$ cat src/rtl/itcm_arb_if.sv
// Bus bundle for the ITCM arbiter: IFU and LSU request/response channels plus the SRAM port.
// The master side is the environment (requesters and SRAM); the slave side is the arbiter.
interface itcm_arb_if #(
    parameter int AW = 16
);
    logic            ifu_req_valid;
    logic            ifu_req_ready;
    logic [31:0]     ifu_req_addr;
    logic            ifu_rsp_valid;
    logic            ifu_rsp_ready;
    logic            ifu_rsp_err;
    logic [31:0]     ifu_rsp_rdata;

    logic            lsu_req_valid;
    logic            lsu_req_ready;
    logic [31:0]     lsu_req_addr;
    logic            lsu_req_read;
    logic [31:0]     lsu_req_wdata;
    logic [3:0]      lsu_req_wmask;
    logic            lsu_rsp_valid;
    logic            lsu_rsp_ready;
    logic            lsu_rsp_err;
    logic [31:0]     lsu_rsp_rdata;

    logic            ram_cs;
    logic            ram_we;
    logic [3:0]      ram_wem;
    logic [AW-3:0]   ram_addr;
    logic [31:0]     ram_din;
    logic [31:0]     ram_dout;

    modport master (
        output ifu_req_valid, ifu_req_addr, ifu_rsp_ready,
        output lsu_req_valid, lsu_req_addr, lsu_req_read, lsu_req_wdata, lsu_req_wmask, lsu_rsp_ready,
        output ram_dout,
        input  ifu_req_ready, ifu_rsp_valid, ifu_rsp_err, ifu_rsp_rdata,
        input  lsu_req_ready, lsu_rsp_valid, lsu_rsp_err, lsu_rsp_rdata,
        input  ram_cs, ram_we, ram_wem, ram_addr, ram_din
    );

    modport slave (
        input  ifu_req_valid, ifu_req_addr, ifu_rsp_ready,
        input  lsu_req_valid, lsu_req_addr, lsu_req_read, lsu_req_wdata, lsu_req_wmask, lsu_rsp_ready,
        input  ram_dout,
        output ifu_req_ready, ifu_rsp_valid, ifu_rsp_err, ifu_rsp_rdata,
        output lsu_req_ready, lsu_rsp_valid, lsu_rsp_err, lsu_rsp_rdata,
        output ram_cs, ram_we, ram_wem, ram_addr, ram_din
    );
endinterface

$ cat src/rtl/itcm_arb.sv
// Single-port ITCM arbiter: LSU-priority with IFU starvation relief, 1-cycle SRAM latency,
// in-order responses through a 2-entry FIFO with a bypass path from the data phase.
module itcm_arb #(
    parameter int          AW           = 16,
    parameter logic [31:0] ITCM_BASE    = 32'h8000_0000,
    parameter int          STARVE_LIMIT = 4
) (
    input  logic       clk,
    input  logic       rst,
    itcm_arb_if.slave  bus
);
    localparam int SCW   = $clog2(STARVE_LIMIT + 1);
    localparam int DEPTH = 2;

    typedef struct packed {
        logic        src;
        logic        err;
        logic [31:0] data;
    } rsp_t;

    logic [1:0]     rsp_cnt_r;
    logic           dphase_r;
    logic           src_r;
    logic           err_r;
    logic           is_read_r;
    logic [SCW-1:0] starve_cnt_r;
    rsp_t           fifo_r    [DEPTH];
    rsp_t           fifo_next [DEPTH];

    logic        credit_ok;
    logic        starve;
    logic        ifu_hsk;
    logic        lsu_hsk;
    logic        hsk;
    logic        addr_err;
    logic        is_read;
    logic [31:0] dp_data;
    rsp_t        dp_rsp;
    rsp_t        head;
    logic        head_valid;
    logic        pop;
    logic        fifo_pop;
    logic        push_en;
    logic        wr_idx;
    logic        unused_addr_lsbs;

    // Credit counts everything already accepted but not yet consumed, so no ready
    // ever looks at a response-side ready.
    assign credit_ok = (3'(rsp_cnt_r) + 3'(dphase_r)) <= 3'd1;
    assign starve    = (starve_cnt_r == SCW'(STARVE_LIMIT));

    assign bus.lsu_req_ready = credit_ok & ~(bus.ifu_req_valid & starve);
    assign bus.ifu_req_ready = credit_ok & ~(bus.lsu_req_valid & ~starve);

    assign lsu_hsk = bus.lsu_req_valid & bus.lsu_req_ready;
    assign ifu_hsk = bus.ifu_req_valid & bus.ifu_req_ready;
    assign hsk     = (lsu_hsk | ifu_hsk) & ~rst;

    assign addr_err = lsu_hsk ? (bus.lsu_req_addr[31:AW] != ITCM_BASE[31:AW])
                              : (bus.ifu_req_addr[31:AW] != ITCM_BASE[31:AW]);
    assign is_read  = lsu_hsk ? bus.lsu_req_read : 1'b1;

    assign bus.ram_cs   = hsk & ~addr_err;
    assign bus.ram_we   = bus.ram_cs & ~is_read;
    assign bus.ram_wem  = bus.ram_we ? bus.lsu_req_wmask : 4'b0000;
    assign bus.ram_addr = lsu_hsk ? bus.lsu_req_addr[AW-1:2] : bus.ifu_req_addr[AW-1:2];
    assign bus.ram_din  = bus.lsu_req_wdata;

    assign unused_addr_lsbs = &{1'b0, bus.ifu_req_addr[1:0], bus.lsu_req_addr[1:0]};

    assign dp_data = (is_read_r & ~err_r) ? bus.ram_dout : 32'h0;
    assign dp_rsp  = {src_r, err_r, dp_data};

    // Oldest queued entry wins; an empty FIFO exposes the data-phase result directly.
    assign head_valid = (rsp_cnt_r != 2'd0) | dphase_r;
    assign head       = (rsp_cnt_r != 2'd0) ? fifo_r[0] : dp_rsp;

    assign bus.ifu_rsp_valid = head_valid & ~head.src & ~rst;
    assign bus.lsu_rsp_valid = head_valid &  head.src & ~rst;
    assign bus.ifu_rsp_err   = head.err;
    assign bus.lsu_rsp_err   = head.err;
    assign bus.ifu_rsp_rdata = head.data;
    assign bus.lsu_rsp_rdata = head.data;

    assign pop      = head_valid & ~rst & (head.src ? bus.lsu_rsp_ready : bus.ifu_rsp_ready);
    assign fifo_pop = pop & (rsp_cnt_r != 2'd0);
    assign push_en  = dphase_r & ~((rsp_cnt_r == 2'd0) & pop);
    assign wr_idx   = fifo_pop ? ~rsp_cnt_r[0] : rsp_cnt_r[0];

    always_comb begin
        for (int i = 0; i < DEPTH; i++) begin
            fifo_next[i] = fifo_r[i];
        end
        if (fifo_pop) begin
            fifo_next[0] = fifo_r[1];
        end
        if (push_en) begin
            fifo_next[wr_idx] = dp_rsp;
        end
    end

    always_ff @(posedge clk) begin
        if (rst) begin
            rsp_cnt_r    <= 2'd0;
            dphase_r     <= 1'b0;
            starve_cnt_r <= '0;
        end else begin
            rsp_cnt_r <= rsp_cnt_r + 2'(push_en) - 2'(fifo_pop);
            dphase_r  <= hsk;
            if (!bus.ifu_req_valid || ifu_hsk) begin
                starve_cnt_r <= '0;
            end else if (lsu_hsk && !starve) begin
                starve_cnt_r <= starve_cnt_r + SCW'(1);
            end
        end
        src_r     <= lsu_hsk;
        err_r     <= addr_err;
        is_read_r <= is_read;
        for (int i = 0; i < DEPTH; i++) begin
            fifo_r[i] <= fifo_next[i];
        end
    end
endmodule
$ cat src/flat_wrapper.sv
// flat-port wrapper written by rule: the top's interface ports become plain ports
module itcm_arb_flat 
#(
    parameter int          AW           = 16,
    parameter logic [31:0] ITCM_BASE    = 32'h8000_0000,
    parameter int          STARVE_LIMIT = 4
)
  (clk, rst, bus_ifu_req_valid, bus_ifu_req_addr, bus_ifu_rsp_ready, bus_lsu_req_valid, bus_lsu_req_addr, bus_lsu_req_read, bus_lsu_req_wdata, bus_lsu_req_wmask, bus_lsu_rsp_ready, bus_ram_dout, bus_ifu_req_ready, bus_ifu_rsp_valid, bus_ifu_rsp_err, bus_ifu_rsp_rdata, bus_lsu_req_ready, bus_lsu_rsp_valid, bus_lsu_rsp_err, bus_lsu_rsp_rdata, bus_ram_cs, bus_ram_we, bus_ram_wem, bus_ram_addr, bus_ram_din);
  itcm_arb_if #(.AW(AW)) bus_i ();
  input  logic clk;
  input  logic rst;
  input wire logic [$bits(bus_i.ifu_req_valid)-1:0] bus_ifu_req_valid;
  input wire logic [$bits(bus_i.ifu_req_addr)-1:0] bus_ifu_req_addr;
  input wire logic [$bits(bus_i.ifu_rsp_ready)-1:0] bus_ifu_rsp_ready;
  input wire logic [$bits(bus_i.lsu_req_valid)-1:0] bus_lsu_req_valid;
  input wire logic [$bits(bus_i.lsu_req_addr)-1:0] bus_lsu_req_addr;
  input wire logic [$bits(bus_i.lsu_req_read)-1:0] bus_lsu_req_read;
  input wire logic [$bits(bus_i.lsu_req_wdata)-1:0] bus_lsu_req_wdata;
  input wire logic [$bits(bus_i.lsu_req_wmask)-1:0] bus_lsu_req_wmask;
  input wire logic [$bits(bus_i.lsu_rsp_ready)-1:0] bus_lsu_rsp_ready;
  input wire logic [$bits(bus_i.ram_dout)-1:0] bus_ram_dout;
  output wire logic [$bits(bus_i.ifu_req_ready)-1:0] bus_ifu_req_ready;
  output wire logic [$bits(bus_i.ifu_rsp_valid)-1:0] bus_ifu_rsp_valid;
  output wire logic [$bits(bus_i.ifu_rsp_err)-1:0] bus_ifu_rsp_err;
  output wire logic [$bits(bus_i.ifu_rsp_rdata)-1:0] bus_ifu_rsp_rdata;
  output wire logic [$bits(bus_i.lsu_req_ready)-1:0] bus_lsu_req_ready;
  output wire logic [$bits(bus_i.lsu_rsp_valid)-1:0] bus_lsu_rsp_valid;
  output wire logic [$bits(bus_i.lsu_rsp_err)-1:0] bus_lsu_rsp_err;
  output wire logic [$bits(bus_i.lsu_rsp_rdata)-1:0] bus_lsu_rsp_rdata;
  output wire logic [$bits(bus_i.ram_cs)-1:0] bus_ram_cs;
  output wire logic [$bits(bus_i.ram_we)-1:0] bus_ram_we;
  output wire logic [$bits(bus_i.ram_wem)-1:0] bus_ram_wem;
  output wire logic [$bits(bus_i.ram_addr)-1:0] bus_ram_addr;
  output wire logic [$bits(bus_i.ram_din)-1:0] bus_ram_din;
  assign bus_i.ifu_req_valid = bus_ifu_req_valid;
  assign bus_i.ifu_req_addr = bus_ifu_req_addr;
  assign bus_i.ifu_rsp_ready = bus_ifu_rsp_ready;
  assign bus_i.lsu_req_valid = bus_lsu_req_valid;
  assign bus_i.lsu_req_addr = bus_lsu_req_addr;
  assign bus_i.lsu_req_read = bus_lsu_req_read;
  assign bus_i.lsu_req_wdata = bus_lsu_req_wdata;
  assign bus_i.lsu_req_wmask = bus_lsu_req_wmask;
  assign bus_i.lsu_rsp_ready = bus_lsu_rsp_ready;
  assign bus_i.ram_dout = bus_ram_dout;
  assign bus_ifu_req_ready = bus_i.ifu_req_ready;
  assign bus_ifu_rsp_valid = bus_i.ifu_rsp_valid;
  assign bus_ifu_rsp_err = bus_i.ifu_rsp_err;
  assign bus_ifu_rsp_rdata = bus_i.ifu_rsp_rdata;
  assign bus_lsu_req_ready = bus_i.lsu_req_ready;
  assign bus_lsu_rsp_valid = bus_i.lsu_rsp_valid;
  assign bus_lsu_rsp_err = bus_i.lsu_rsp_err;
  assign bus_lsu_rsp_rdata = bus_i.lsu_rsp_rdata;
  assign bus_ram_cs = bus_i.ram_cs;
  assign bus_ram_we = bus_i.ram_we;
  assign bus_ram_wem = bus_i.ram_wem;
  assign bus_ram_addr = bus_i.ram_addr;
  assign bus_ram_din = bus_i.ram_din;
  itcm_arb #(.AW(AW), .ITCM_BASE(ITCM_BASE), .STARVE_LIMIT(STARVE_LIMIT)) u_core (.clk(clk), .rst(rst), .bus(bus_i));
endmodule
$ cat config.mk
export PLATFORM = sky130hd
export DESIGN_NAME = itcm_arb_flat
export DESIGN_NICKNAME = d
export VERILOG_FILES = /design/src/rtl/itcm_arb_if.sv /design/src/rtl/itcm_arb.sv /design/src/flat_wrapper.sv
export SDC_FILE = /design/constraint.sdc
export NUM_CORES = 1
export LEC_CHECK = 0
export CAP_MARGIN = 10
export CORE_MARGIN = 10
export CORE_UTILIZATION = 38
export DETAILED_ROUTE_END_ITERATION = 6
export GPL_TIMING_DRIVEN = 0
export PLACE_DENSITY = 0.88
export RECOVER_POWER = 25
export SYNTH_ARGS = -nofsm -noshare
export SYNTH_HDL_FRONTEND = slang
export SYNTH_SLANG_ARGS = --single-unit
$ cat constraint.sdc
create_clock -name clk -period 3.8 [get_ports clk]
set_clock_uncertainty 0.15 [all_clocks]
set_input_delay 0.38 -clock clk [delete_from_list [all_inputs] [get_ports clk]]
set_output_delay 0.38 -clock clk [all_outputs]
set_load 0.02 [all_outputs]
==> results of run 1 <==
critical path: stages, from the launching register on:
cell and delay, ns:
dfxtp_1 0.45, ha_1 0.22, inv_1 0.07, ha_1 0.33
nor3b_4 0.08, o211ai_4 0.38, buf_2 0.31, mux2_2 0.36
clkdlybuf4s50_1 0.59
power breakdown:
group          switching (mW)  internal (mW)
clock network           0.339          0.511
logic                    1.86           1.65
registers               0.143           1.15
area by class of cell:
type	instances	area (µm²)
plain buffers	93	658
clock inverters	7	73.8
flip-flops and latches	77	1880
well taps	143	179
clock buffers	9	225
multi-input cells	281	1780
fillers	950	4280
repair buffers	223	2230
inverters	43	161
stage by stage:
| step | total power, mW | TNS [ns] | worst slack [ns] | hold slack (ns) | cell area (µm²) |
|---|---|---|---|---|---|
| detailed placement | 4.81 | 0 | 0.369 | 0.325 | 6870 |
| floorplan | 3.35 | 0 | 0.842 | 0.298 | 4450 |
| CTS | 5.67 | 0 | 0.0184 | 0.284 | 7170 |
| global route | 6.00 | 0 | 0.0157 | 0.303 | 7190 |
| global placement | 4.70 | -2.97 | -0.0873 | 0.309 | 6870 |
| finish | 5.65 | 0 | 0.169 | 0.293 | 7190 |
layout by cell type, fill, tap and decap left out, types with 6 or more instances in the layout:
master           count
mux2i_1             35
nand2_1             72
o21ai_0             33
nor2_1               8
edfxtp_1            34
dfxtp_1             43
dlygate4sd3_1       32
ha_1                 7
buf_6                6
inv_1               43
a21oi_1             70
mux2_2              15
clkbuf_16            9
clkbuf_1            14
clkdlybuf4s50_1    191
buf_4               69
nor4_1               6
worst min-delay path by stage:
stage                                 startpoint                endpoint  slack, ns  cells after the start
final                                        rst     u_core.rsp_cnt_r[0]       0.29                      2
after global routing                         rst     u_core.rsp_cnt_r[1]       0.30                      2
after CTS                                    rst     u_core.rsp_cnt_r[0]       0.28                      2
after detailed placement  u_core.starve_cnt_r[1]  u_core.starve_cnt_r[1]       0.32                      2
after global placement    u_core.starve_cnt_r[1]  u_core.starve_cnt_r[1]       0.31                      2
after floorplan           u_core.starve_cnt_r[1]  u_core.starve_cnt_r[1]       0.30                      2
cell families after synthesis:
kind of cell	Yosys count	share of synthesized area [%]
flip-flops	77	42.2
AND/OR/NAND/NOR	107	10.9
adder cells (fa/ha/maj)	8	2.25
XOR/XNOR	2	0.393
AO/OA/AOI/OAI	114	14.2
multiplexers	50	11.7
buffers and inverters	136	18.4
per-layer routing:
| metal | routed length, µm | share of wire (%) | up-vias | track usage (%) |
|---|---|---|---|---|
| met4 | 515 | 3.1 | 0 | 7.62 |
| met1 | 5210 | 32 | 2023 | 17.9 |
| li1 | - | - | 2085 | - |
| met3 | 1840 | 11 | 25 | 8.27 |
| met5 | 0 | 0 | - | 0 |
| met2 | 8900 | 54 | 233 | 35.2 |
==> impl_metrics.py, run 1 <==
metrics = {
    "logic_synthesis": {
        "ys_seq_area_share_pct": 42.2,
        "synth_area_leader_cell": "edfxtp_1",
        "async_flop_share_pct": 0,
        "syn_nets": 641,
        "synth.distinct_cells": 40,
        "postSynthAreaPerCell_um2": 9.02,
        "synth_commonest_cells": "nand2_1 (72), a21oi_1 (70), buf_4 (69)",
        "yosysWarnings": 0,
        "yosysMostFrequentCell": "nand2_1",
        "synthCells": 494,
        "synth_edf_count": 34,
        "synth_seq_cells": 77,
        "synth_area_um2": 4450,
        "synth_ff_type": "dfxtp_1",
        "synth_area_leaders": "edfxtp_1 (23%), dfxtp_1 (19%), buf_4 (12%)",
        "synth_top_area_share_pct": 22.9,
    },
    "sta": {
        "slew_headroom_pct": 36.3,
        "finalCritPeriodShare_pct": 95.5,
        "rsz0062_at_grt": "no",
        "tightest_slew_ns": 0.956,
        "hold_violations": 0,
        "clock.fmax_mhz": 275,
        "fin_crit_ns": 3.63,
        "setup_viol": 0,
        "final_max_slew_viol_count": 0,
    },
    "clocking": {
        "ctsLongestPathBuffers": 2,
        "cts_tree": "built",
        "cts_max_level": 3,
        "cts.sinks": 77,
        "clk_pin_slew_ns": 0.06,
        "cts_resized": 0,
        "clockRootBuffer": "clkbuf_16",
        "postCtsSetupRepairBufs": 0,
        "numCtsBuffers": 9,
        "clk_latency_ns": 0.33,
        "hold_buffers": 0,
    },
    "final_layout": {
        "utilization_pct": 62.7,
        "drive_above_1_share_pct": 16.0,
        "nets": 875,
        "final_cells": 876,
        "num_antenna_cells": 0,
        "syn2layout_area_growth_pct": 61.5,
    },
    "global_route": {
        "grt.total_usage_pct": 19.0,
        "grt_max_degree": 36,
        "grt.overflow.total": 0,
        "grt_pass1_wl_um": 24700,
        "grt_antenna_before_repair": 0,
        "grt_pass1_vias": 4596,
    },
    "critical_path": {
        "arrival_ns": 3.10,
        "cp.required_ns": 3.27,
        "startpoint": "u_core.dphase_r",
        "reg2reg_depth": 9,
        "r2r_end": "u_core.rsp_cnt_r[1]",
        "crit_end": "bus_ram_addr[12]",
        "path_class": "register to primary output",
        "crit_fanout": 10,
        "crit_path_end_kind": "primary output",
        "worstReg2RegStart": "u_core.rsp_cnt_r[1]",
        "critPathLaunchType": "register",
        "ff2ff_setup_slack_ns": 0.78,
    },
    "floorplan": {
        "pin_count": 261,
        "die_area_um2": 16500,
        "rows": 39,
        "die_height_um": 128,
        "core_um2": 11500,
        "die_w_um": 128,
        "start_util_pct": 38.8,
    },
    "run": {
        "drv_cap": 0,
    },
    "place": {
        "post-place-cells": 860,
        "portBuffers": 223,
        "dpl.hpwl_um": 13600,
        "gp_congestion": 0.803,
    },
    "hold_path": {
        "min_path_type": "input port to register",
    },
    "drt": {
        "vias_per_cell": 4.98,
        "postRouteAntennaNets": 0,
        "drt_iter0_markers": 333,
        "drc_errors": 0,
        "wire_per_inst_um": 18.8,
        "via_count": 4366,
        "wirelength_um": 16500,
        "firstDrtPassIters": 5,
    },
    "power_and_ir_drop": {
        "peakVddDrop_mv": 0.469,
        "p_leak_nw": 3.02,
        "power_density_nw_per_um2": 786,
    },
    "outcome": {
        "status": "finished, final reports clean",
    },
}
No activity file was read; power rests on OpenSTA's default activity.
==> inputs of run 2 (changes only) <==
--- a/config.mk
+++ b/config.mk
@@ -8,10 +8,12 @@
 export CAP_MARGIN = 10
 export CORE_MARGIN = 10
 export CORE_UTILIZATION = 38
+export CTS_BUF_LIST = sky130_fd_sc_hd__clkbuf_16
 export DETAILED_ROUTE_END_ITERATION = 6
 export GPL_TIMING_DRIVEN = 0
 export PLACE_DENSITY = 0.88
 export RECOVER_POWER = 25
+export SLEW_MARGIN = 20
 export SYNTH_ARGS = -nofsm -noshare
 export SYNTH_HDL_FRONTEND = slang
 export SYNTH_SLANG_ARGS = --single-unit
==> run 2 against run 1 <==
Power increased by 1.6%. Critical path depth is the same. Critical path type unchanged. Cell area rose by 0.71%. Routed wire length grew 0.17%. First-iteration DRC count shrank 26%.
==> impl_metrics.py, run 2 (synthesized netlist as in run 1, its figures left out) <==
metrics = {
    "floorplan": {
        "die_w_um": 128,
        "die_area_um2": 16500,
        "start_util_pct": 38.8,
        "pin_count": 261,
        "die_height_um": 128,
        "core_um2": 11500,
        "rows": 39,
    },
    "drt": {
        "postRouteAntennaNets": 0,
        "vias_per_cell": 4.96,
        "wire_per_inst_um": 18.8,
        "drt_iter0_markers": 248,
        "drc_errors": 0,
        "via_count": 4349,
        "firstDrtPassIters": 5,
        "wirelength_um": 16500,
    },
    "outcome": {
        "status": "finished, final reports clean",
    },
    "power_and_ir_drop": {
        "peakVddDrop_mv": 0.490,
        "p_leak_nw": 3.05,
        "power_mw": 5.74,
        "power_density_nw_per_um2": 793,
    },
    "clocking": {
        "numCtsBuffers": 9,
        "cts.sinks": 77,
        "clockRootBuffer": "clkbuf_16",
        "clk_latency_ns": 0.32,
        "ctsLongestPathBuffers": 2,
        "hold_buffers": 0,
        "clk_pin_slew_ns": 0.05,
        "cts_tree": "built",
        "cts_max_level": 3,
    },
    "critical_path": {
        "path_class": "register to primary output",
        "crit_fanout": 10,
        "crit_path_cell_trace": "ha_1, inv_1, ha_1, nor3b_4, o211ai_4, buf_2, mux2_2, clkdlybuf4s50_1",
        "critPathLaunchType": "register",
        "cp_top_family": "buffers and inverters",
        "worst_path_largest_cell_delay_ns": 0.59,
        "slowest_stage": "clkdlybuf4s50_1",
        "cp.required_ns": 3.27,
        "arrival_ns": 3.10,
        "crit_path_end_kind": "primary output",
        "cp_common_cell": "ha_1",
        "cp_num_buf_inv": 3,
    },
    "place": {
        "portBuffers": 223,
        "place_area_um2": 6890,
        "dpl.hpwl_um": 13800,
        "post-place-ws_ns": 0.355,
        "gp_congestion": 0.803,
    },
    "sta": {
        "worst_slack_ns": 0.174,
        "hold_violations": 0,
        "setup_viol": 0,
        "fin_crit_ns": 3.63,
        "final_max_slew_viol_count": 0,
        "finalCritPeriodShare_pct": 95.4,
        "tightest_slew_ns": 0.563,
        "clock.fmax_mhz": 276,
        "slew_headroom_pct": 62.5,
        "finalSetupTns_ns": 0,
    },
    "final_layout": {
        "drive_above_1_share_pct": 15.8,
        "fillers": 937,
        "stdcell_area_um2": 7240,
        "syn2layout_area_growth_pct": 62.6,
        "num_antenna_cells": 0,
        "layout_common_cells": "clkdlybuf4s50_1 (191), nand2_1 (72), a21oi_1 (70)",
        "nets": 876,
        "final_common_cell": "clkdlybuf4s50_1",
    },
    "global_route": {
        "grt.overflow.total": 0,
        "grt_pass1_wl_um": 24600,
        "grt.total_usage_pct": 19.0,
        "grt_antenna_before_repair": 0,
        "grt_pass1_vias": 4604,
        "grt_max_degree": 26,
    },
    "run": {
        "drv_cap": 0,
    },
    "hold_path": {
        "min_path_type": "input port to register",
    },
}
## run 2: power by group
part / switching [mW] / total (mW) / internal [mW]
Clock: 0.318 / 0.927 / 0.609
Sequential: 0.143 / 1.29 / 1.15
Combinational: 1.87 / 3.53 / 1.66
## run 2: per-layer routing
layer / up-vias / global-route usage [%] / part of all wire, %
met5: - / 0 / 0
met4: 0 / 6.36 / 2.5
met3: 18 / 8.40 / 11
met2: 234 / 36.0 / 55
met1: 2015 / 17.4 / 32
li1: 2082 / - / -
## run 2: worst reg2reg max path: cells and delay by family (launching register included)
kind	cells	cell delay, ns
AND/OR/NAND/NOR	1	0.07
multiplexers	1	0.24
buffers and inverters	4	0.71
flip-flops	1	0.42
adder cells (fa/ha/maj)	2	0.75
## run 2: final timing paths
check / startpoint / end / slack [ns] / cells after the start
worst max-delay path: u_core.dphase_r / bus_ram_addr[12] / 0.17 / 8
worst min-delay path: rst / u_core.rsp_cnt_r[1] / 0.30 / 2
worst max register to register: u_core.fifo_r[0][33] / register / 1.14 / 8
worst min register to register: u_core.starve_cnt_r[1] / u_core.starve_cnt_r[1] / 0.33 / 2
## run 2: what timing repair did
| action | in CTS | in global routing |
|---|---|---|
| buffers inserted | 0 | 0 |
| endpoints found under the setup margin | 0 | 15 |
| gates resized for setup | 0 | 5 |
## run 2: cell type report
cell class                      count  area (µm²)  share of cell area (%)
Tap cell                          143         179                    2.47
Clock inverter                      6        80.1                    1.11
Clock buffer                       10         250                    3.45
Timing Repair Buffer              224        2250                    31.1
Multi-Input combinational cell    281        1780                    24.6
Sequential cell                    77        1880                    26.0
Inverter                           43         161                    2.23
Buffer                             93         658                    9.09
## run 2: through the flow
stage | utilization, % | instances | hold slack (ns)
floorplan | - | 494 | 0.298
global placement | 59.9 | 860 | 0.309
detailed placement | 60.1 | 861 | 0.324
CTS | 62.9 | 877 | 0.287
global route | 63.2 | 877 | 0.319
finish | 63.2 | 877 | 0.298
